===== src/rtl/instr_sequencer_if.sv =====
// Purpose : bundles the instruction-fetch and data-memory handshakes of the sequencer.
// Latency : pure wiring, no state.
// Backpressure: requests are held by the master until the slave returns the matching ack.
// Ports   : imem_req/imem_addr/imem_rdata/imem_ack fetch channel; dmem_req/dmem_we/dmem_ack data channel.
interface instr_sequencer_if #(
   parameter int PC_W = 8
);
   logic            imem_req;
   logic [PC_W-1:0] imem_addr;
   logic            imem_ack;
   logic [15:0]     imem_rdata;
   logic            dmem_req;
   logic            dmem_we;
   logic            dmem_ack;

   // Sequencer side
   modport master (
      output imem_req, imem_addr, dmem_req, dmem_we,
      input  imem_ack, imem_rdata, dmem_ack
   );

   // Memory side
   modport slave (
      input  imem_req, imem_addr, dmem_req, dmem_we,
      output imem_ack, imem_rdata, dmem_ack
   );
endinterface


===== src/rtl/instr_sequencer.sv =====
// Purpose : multi-cycle control sequencer (fetch/decode/exec/mem/writeback) for a 16-bit ISA.
// Latency : ALU 4, LOAD 4, STORE 3, NOP/illegal/HALT 2 cycles with same-cycle acks.
// Backpressure: FETCH and MEM stall with their request held until the matching ack arrives.
// Ports   : clk, rst (sync, active-high), start; bus = fetch/data handshakes (master side);
//           ir = latched instruction, rf_we = writeback strobe, busy/halted status,
//           illegal_op = unassigned-opcode pulse, instr_count = saturating retire count.
module instr_sequencer #(
   parameter int PC_W = 8
) (
   input  logic                clk,
   input  logic                rst,
   input  logic                start,
   instr_sequencer_if.master   bus,
   output logic [15:0]         ir,
   output logic                rf_we,
   output logic                busy,
   output logic                halted,
   output logic                illegal_op,
   output logic [15:0]         instr_count
);

   typedef enum logic [2:0] {
      S_IDLE,
      S_FETCH,
      S_DECODE,
      S_EXEC,
      S_MEM,
      S_WB,
      S_HALTED
   } state_t;

   state_t          state_q, state_d;
   logic [PC_W-1:0] pc_q, pc_d;
   logic [15:0]     ir_q, ir_d;
   logic [15:0]     cnt_q, cnt_d;
   logic            store_q, store_d;   // remembers LOAD vs STORE across the MEM wait
   logic            retire;
   logic [3:0]      opcode;

   assign opcode = ir_q[15:12];

   always_ff @(posedge clk) begin
      if (rst) begin
         state_q <= S_IDLE;
         pc_q    <= '0;
         ir_q    <= '0;
         cnt_q   <= '0;
         store_q <= 1'b0;
      end else begin
         state_q <= state_d;
         pc_q    <= pc_d;
         ir_q    <= ir_d;
         cnt_q   <= cnt_d;
         store_q <= store_d;
      end
   end

   always_comb begin
      state_d = state_q;
      pc_d    = pc_q;
      ir_d    = ir_q;
      cnt_d   = cnt_q;
      store_d = store_q;
      retire  = 1'b0;

      case (state_q)
         S_IDLE, S_HALTED: begin
            if (start) begin
               pc_d    = '0;
               cnt_d   = '0;
               state_d = S_FETCH;
            end
         end
         S_FETCH: begin
            if (bus.imem_ack) begin
               ir_d    = bus.imem_rdata;
               pc_d    = pc_q + PC_W'(1);   // wraps naturally at 2^PC_W
               state_d = S_DECODE;
            end
         end
         S_DECODE: begin
            case (opcode)
               4'h1, 4'h2, 4'h3, 4'h4, 4'h5, 4'h6: state_d = S_EXEC;
               4'h7: begin
                  store_d = 1'b0;
                  state_d = S_MEM;
               end
               4'h8: begin
                  store_d = 1'b1;
                  state_d = S_MEM;
               end
               4'hF: begin
                  retire  = 1'b1;
                  state_d = S_HALTED;
               end
               // NOP and unassigned opcodes both retire straight back to fetch
               default: begin
                  retire  = 1'b1;
                  state_d = S_FETCH;
               end
            endcase
         end
         S_EXEC: state_d = S_WB;
         S_MEM: begin
            if (bus.dmem_ack) begin
               if (store_q) begin
                  retire  = 1'b1;
                  state_d = S_FETCH;
               end else begin
                  state_d = S_WB;
               end
            end
         end
         S_WB: begin
            retire  = 1'b1;
            state_d = S_FETCH;
         end
         default: state_d = S_IDLE;
      endcase

      if (retire && (cnt_q != 16'hFFFF)) begin
         cnt_d = cnt_q + 16'd1;
      end
   end

   // All outputs decode from registered state only
   assign bus.imem_req  = (state_q == S_FETCH);
   assign bus.imem_addr = pc_q;
   assign bus.dmem_req  = (state_q == S_MEM);
   assign bus.dmem_we   = (state_q == S_MEM) && store_q;
   assign rf_we         = (state_q == S_WB);
   assign busy          = (state_q != S_IDLE) && (state_q != S_HALTED);
   assign halted        = (state_q == S_HALTED);
   assign illegal_op    = (state_q == S_DECODE) && (opcode >= 4'h9) && (opcode <= 4'hE);
   assign ir            = ir_q;
   assign instr_count   = cnt_q;

endmodule


===== src/flat_wrapper.sv =====
// flat-port wrapper written by rule: the top's interface ports become plain ports
module instr_sequencer_flat 
#(
   parameter int PC_W = 8
)
  (clk, rst, start, ir, rf_we, busy, halted, illegal_op, instr_count, bus_imem_req, bus_imem_addr, bus_dmem_req, bus_dmem_we, bus_imem_ack, bus_imem_rdata, bus_dmem_ack);
  instr_sequencer_if #(.PC_W(PC_W)) bus_i ();
  input  logic clk;
  input  logic rst;
  input  logic start;
  output logic [15:0] ir;
  output logic rf_we;
  output logic busy;
  output logic halted;
  output logic illegal_op;
  output logic [15:0] instr_count;
  output wire logic [$bits(bus_i.imem_req)-1:0] bus_imem_req;
  output wire logic [$bits(bus_i.imem_addr)-1:0] bus_imem_addr;
  output wire logic [$bits(bus_i.dmem_req)-1:0] bus_dmem_req;
  output wire logic [$bits(bus_i.dmem_we)-1:0] bus_dmem_we;
  input wire logic [$bits(bus_i.imem_ack)-1:0] bus_imem_ack;
  input wire logic [$bits(bus_i.imem_rdata)-1:0] bus_imem_rdata;
  input wire logic [$bits(bus_i.dmem_ack)-1:0] bus_dmem_ack;
  assign bus_imem_req = bus_i.imem_req;
  assign bus_imem_addr = bus_i.imem_addr;
  assign bus_dmem_req = bus_i.dmem_req;
  assign bus_dmem_we = bus_i.dmem_we;
  assign bus_i.imem_ack = bus_imem_ack;
  assign bus_i.imem_rdata = bus_imem_rdata;
  assign bus_i.dmem_ack = bus_dmem_ack;
  instr_sequencer #(.PC_W(PC_W)) u_core (.clk(clk), .rst(rst), .start(start), .bus(bus_i), .ir(ir), .rf_we(rf_we), .busy(busy), .halted(halted), .illegal_op(illegal_op), .instr_count(instr_count));
endmodule

===== config.mk =====
export PLATFORM = sky130hd
export DESIGN_NAME = instr_sequencer_flat
export DESIGN_NICKNAME = d
export VERILOG_FILES = /design/src/rtl/instr_sequencer_if.sv /design/src/rtl/instr_sequencer.sv /design/src/flat_wrapper.sv
export SDC_FILE = /design/constraint.sdc
export NUM_CORES = 1
export LEC_CHECK = 0
export CORE_ASPECT_RATIO = 0.5
export CORE_MARGIN = 2
export CORE_UTILIZATION = 30
export DETAILED_ROUTE_END_ITERATION = 8
export SLEW_MARGIN = 15
export SYNTH_ARGS = -nofsm -noshare
export SYNTH_HDL_FRONTEND = slang
export SYNTH_SLANG_ARGS = --single-unit

===== constraint.sdc =====
create_clock -name clk -period 3.53 [get_ports clk]
set_input_delay 1.059 -clock clk [delete_from_list [all_inputs] [get_ports clk]]
set_output_delay 1.059 -clock clk [all_outputs]
set_load 0.03 [all_outputs]

* After elaboration in Yosys (flattened, before gate mapping) *
Cells that the tools add are included.
Widths: inputs -> output; s select.

word-level totals
  bits in registers = 44
  input bits = 21
  output and inout bits = 47
  word-level logic and storage cells = 66

operators by class
  add/subtract/negate cells = 2
  magnitude comparators = 2
  equal/unequal tests = 20
  multiplexer cells = 17
  reduce and logical (&&, ||, !) cells = 20

operator list
  cell                   count
  $mux 16                3
  $pmux 3 s6             1
  $add 16x1->16 const B  1
  $eq 4x3->1 const B     4
  $mux 8                 2
  $ne 16x16->1 const B   1
  $pmux 8 s2             1
  $mux 3                 4
  $eq 3x3->1 const B     3
  $pmux 3 s3             1
  $add 8x1->8 const B    1
  $eq 4x2->1 const B     2
  $eq 4x4->1 const B     2
  $reduce_bool 2->1      4
  $reduce_or 8->1        1
  $eq 3x2->1 const B     2
  $reduce_and 2->1       3
  $reduce_and 3->1       2
  $reduce_or 6->1        1
  $logic_and 1x1->1      5
  $eq 4x1->1 const B     1
  $ge 4x4->1 const B     1
  $le 4x4->1 const B     1
  $ne 2x1->1 const B     2
  other kinds (9)        12

* Longest topological paths before layout *
  depth in word-level cells = 7
  depth in mapped cells = 7
  depth with buffers taken out = 6

* Worst setup path before layout *
No wires, ideal clock.

  path kind = register to output
  from = register u_core.state_q[2]
  to = output bus_dmem_we
  data arrival time = 1833 ps
  data required time = 2471 ps
  slack = 638 ps
  stages on the path, launching flop included = 4
  buffers on the path = 1
  path through = dfxtp_1 buf_2 nor3b_1 and2_1

on the way
  longest elaborated chain between the ends = 2

RTL lines
  element                 line                    RTL
  from (decl)             instr_sequencer.sv:32   state_t state_q, state_d;
  from (signal assigned)  instr_sequencer.sv:50   state_q <= state_d;
  $eq 3x3->1              n/a
  net bus_dmem_req        flat_wrapper.sv:19      output wire logic [$bits(bus_i.dmem_req)-1:0] bus_dmem_req;
  $logic_and 1x1->1       instr_sequencer.sv:130  assign bus.dmem_we = (state_q == S_MEM) && store_q;
  to (decl)               flat_wrapper.sv:20      output wire logic [$bits(bus_i.dmem_we)-1:0] bus_dmem_we;

The timed path passes the listed nets, and every way through them passes these cells.

* Worst setup path in the final report *
  from = register u_core.state_q[1]
  to = output illegal_op

on the way
  longest elaborated chain between the ends = 3

RTL lines
  element                         line                    RTL
  $eq 3x2->1                      instr_sequencer.sv:134  assign illegal_op = (state_q == S_DECODE) && (opcode >= 4'h9) && (opcode <= 4'hE);
  $logic_and 1x1->1 (2 in a row)  instr_sequencer.sv:134
  to (decl)                       flat_wrapper.sv:15      output logic illegal_op;

Every way passes these cells.

==> reports/qor_table.md <==
| Result | This run | Unit |
|---|---|---|
| Library cells used by synthesis | 54 | - |
| Cell count after synthesis | 285 | - |
| Total gr overflow | 0 | - |
| Post-route minimum period | 3.15 | ns |
| Setup Buffers After CTS | 0 | - |
| Port Buffers | 67 | - |
| Layout-stage area growth over the synthesis result | 40.8 | % |
| Tcrit/Tclk final | 89.3 | % |
| N_diodes | 0 | - |
| Worst Setup EP | illegal_op | - |
| Required time of the critical path | 2.47 | ns |
| Fraction of power consumed by combinational cells | 31.1 | % |
| Highest cell delay on the worst timing path | 0.66 | ns |
| TritonCTS buffer count | 5 | - |
| CTS tree | done | - |
| Peak Freq | 317 | MHz |
| Path class of the lowest-slack min-delay path | flop to flop | - |
| Cell Count Post-Placement | 438 | - |
| Final weighted congestion of routability-driven global placement | 0.788 | - |
| CP arrival | 2.09 | ns |
| Row count | 22 | - |
| Share of cells above drive strength 1 | 7.14 | % |
| Worst hold margin | 0.458 | ns |
| Cell area after technology mapping | 2230 | µm² |
| Clock Power Share | 30.6 | % |
| WP buf/inv | 1 | - |
| Launching element of the worst setup path | u_core.state_q[1] | - |
| Worst vdd rail ir drop | 0.197 | mV |
| Warning count from the yosys run | 0 | - |
| Worst setup slack after placement | 0.611 | ns |
| Register clock-pin slew on the reported worst setup and hold paths | 0.06 | ns |
| Number of enable-type register cells in the synthesized netlist | 0 | - |
| Maximum buffer depth of the clock tree | 2 | - |
| Category of the worst setup path launch point | flop | - |
| Number of gates resized after cts | 0 | - |
| Switching pwr | 0.555 | mW |
| Internal portion of total power | 1.01 | mW |
| DP Wirelength | 4390 | µm |
| Die X-Extent | 126 | µm |
| Internal reg-to-reg setup slack | 1.38 | ns |
| Via count of the first global-routing pass | 2162 | - |
| Die outline area | 8180 | µm² |
| Detailed router's first-iteration violation count | 189 | - |
| Crit. path cell count | 3 | - |
| Clock root buffer | clkbuf_16 | - |
| PwrDens | 499 | nW/µm² |
| Synth Flop Type | dfxtp_1 | - |
| Proportion of synthesized chip area in sequential cells | 39.5 | % |
| Seq pwr share | 38.3 | % |
| Antenna violations before repair | 0 | - |
| Post-synthesis register bit count | 44 | - |
| First-pass GRT wire length | 10200 | µm |
| Drt wl/cell | 13.6 | µm |
| Critical path endpoint category | primary output | - |
| Outcome | finished clean | - |
| Die Ht | 65.0 | µm |
| Number of setup violations in the final report | 0 | - |
| Static power due to leakage | 1.07 | nW |
| Max Slew Vio Count | 0 | - |
| All-Layer GR Usage | 15.4 | % |
| Cell with the largest stage delay on the worst path | clkdlybuf4s50_1 | - |
| DRC violation count after routing | 0 | - |
| Syn_area_per_cell | 7.82 | µm² |
| Overall power after layout | 1.57 | mW |
| Largest net degree at the start of global routing | 21 | - |
| Depth of the CTS H-tree | 2 | - |
| Ports placed on the boundary | 68 | - |
| Vias after detailed routing | 2263 | - |
| Worst relative slew slack | 63.6 | % |
| Total wire length after detailed routing | 6060 | µm |
| Start of the worst register-to-register path | u_core.instr_count[0] | - |
| Nets | 372 | - |
| Hold buffer count at cts | 0 | - |
| Final std cells w/o fill | 446 | - |
| Core region area | 7270 | µm² |
| Sw Share | 35.4 | % |
| R2r worst-path depth | 6 | - |
| Synthesized netlist net count | 308 | - |
| Final setup TNS | 0 | ns |
| Capture point of the worst reg-to-reg path | u_core.instr_count[10] | - |
| Clock Latency Late Sink | 0.29 | ns |
| Initial Util | 30.7 | % |
| Kind of cell adding the most delay to the critical path | buffers and inverters | - |
| Unrepaired setup endpoints after global routing | no | - |
| Tightest Pin Transition | 0.544 | ns |
| CTS Sinks | 44 | - |
| Detailed-router iteration count before antenna repair | 4 | - |
| Type of the worst setup path | flop to primary output | - |
| Max FO, Critical Path | 16 | - |
| Post-Route Skew | 0.00354 | ns |
| Proportion of synthesized flip-flops having asynchronous set or reset | 0 | % |
| Cell-by-cell trace of the critical path | nor3b_4 > and3_1 > clkdlybuf4s50_1 | - |
| Final antenna-violating net count | 0 | - |
| Via density | 5.07 | - |
| Final WS setup | 0.379 | ns |
| Max_cap viols | 0 | - |
| Total count of hold-check failures in the final report | 0 | - |
-- flip-flops by register name, indices dropped and copies added (netlist names) --
register,count
u_core.instr_count,16
u_core.ir,16
u_core.bus.imem_addr,8
u_core.state_q,3
u_core.store_q,1
-- Yosys cell counts, drive strengths merged, types with 2 or more instances --
library cell / count / area, µm²
or2: 3 / 18.8
o211ai: 7 / 57.6
ha: 2 / 25.0
nor3b: 5 / 48.8
or3: 4 / 25.0
xnor2: 3 / 26.3
o221ai: 2 / 17.5
a221o: 2 / 20.0
and2: 4 / 25.0
dfxtp: 44 / 881
nor4: 3 / 25.0
nor2b: 3 / 18.8
buf: 7 / 37.5
a31oi: 3 / 18.8
xor2: 3 / 26.3
nor3: 8 / 40.0
nor2: 15 / 56.3
inv: 9 / 33.8
and3: 9 / 56.3
a21oi: 30 / 154
nand3: 13 / 65.1
nand4: 7 / 43.8
o21ai: 13 / 68.8
clkbuf: 8 / 30.0
nand2: 55 / 206
o2bb2ai: 2 / 17.5
a21o: 2 / 15.0
-- metrics by stage --
step | utilization [%] | cell area (µm²)
floorplan | - | 2230
global placement | 41.2 | 2990
detailed placement | 41.2 | 2990
CTS | 43.2 | 3140
global route | 43.2 | 3140
finish | 43.2 | 3140
-- worst min-delay path by stage --
stage,depth (start not counted),startpoint,slack [ns],endpoint
final,2,u_core.ir[2],0.46,u_core.ir[2]
after global routing,2,u_core.ir[7],0.48,u_core.ir[7]
after CTS,2,u_core.ir[2],0.46,u_core.ir[2]
after detailed placement,2,u_core.ir[2],0.45,u_core.ir[2]
after global placement,2,u_core.ir[6],0.44,u_core.ir[6]
after floorplan,2,u_core.store_q,0.52,u_core.store_q
-- cells by family after synthesis --
family,synth area share (%)
AND/OR/NAND/NOR,30.8
AO/OA/AOI/OAI,21.2
flip-flops,39.5
buffers and inverters,4.55
XOR/XNOR,2.36
adder cells (fa/ha/maj),1.12
multiplexers,0.505
-- tightest hold or removal path, cell delays in order (launching register included) --
cell and delay [ns]:
dfxtp_1 0.31, nand2_1 0.05, a21oi_1 0.05
-- metal layers --
metal	up-vias	wire [µm]	track usage, %
met1	1051	2790	19.3
li1	1149	-	-
met5	-	0	0
met2	59	2790	25.5
met3	4	444	5.04
met4	0	36	4.26
-- power groups by stage --
stage,clock network [mW],registers [mW],logic [mW]
2_1_floorplan,0,0.628,0.298
3_3_place_gp,0,0.607,0.482
3_5_place_dp,0,0.612,0.488
4_1_cts,0.491,0.600,0.491
5_1_grt,0.511,0.609,0.535
6_report,0.479,0.600,0.486
-- cell usage in the layout (no fill, tap or decap), drive strengths merged, types with 2 or more instances in the layout --
| master | count |
|---|---|
| a21o | 2 |
| a21oi | 30 |
| a221o | 2 |
| a31oi | 3 |
| and2 | 4 |
| and3 | 9 |
| buf | 5 |
| clkbuf | 6 |
| clkdlybuf4s50 | 67 |
| clkinv | 2 |
| dfxtp | 44 |
| ha | 2 |
| inv | 9 |
| nand2 | 55 |
| nand3 | 13 |
| nand4 | 7 |
| nor2 | 15 |
| nor2b | 3 |
| nor3 | 8 |
| nor3b | 5 |
| nor4 | 3 |
| o211ai | 7 |
| o21ai | 13 |
| o221ai | 2 |
| o2bb2ai | 2 |
| or2 | 3 |
| or3 | 4 |
| xnor2 | 3 |
| xor2 | 3 |
-- layout make-up --
cell class	instances	area, µm²
timing repair buffer	72	708
multi-input combinational	217	1250
inverter	9	33.8
tap	96	120
fill	744	4130
clock buffer	6	139
sequential	44	881
clock inverter	2	10.0
No activity file was read; power rests on OpenSTA's default activity.
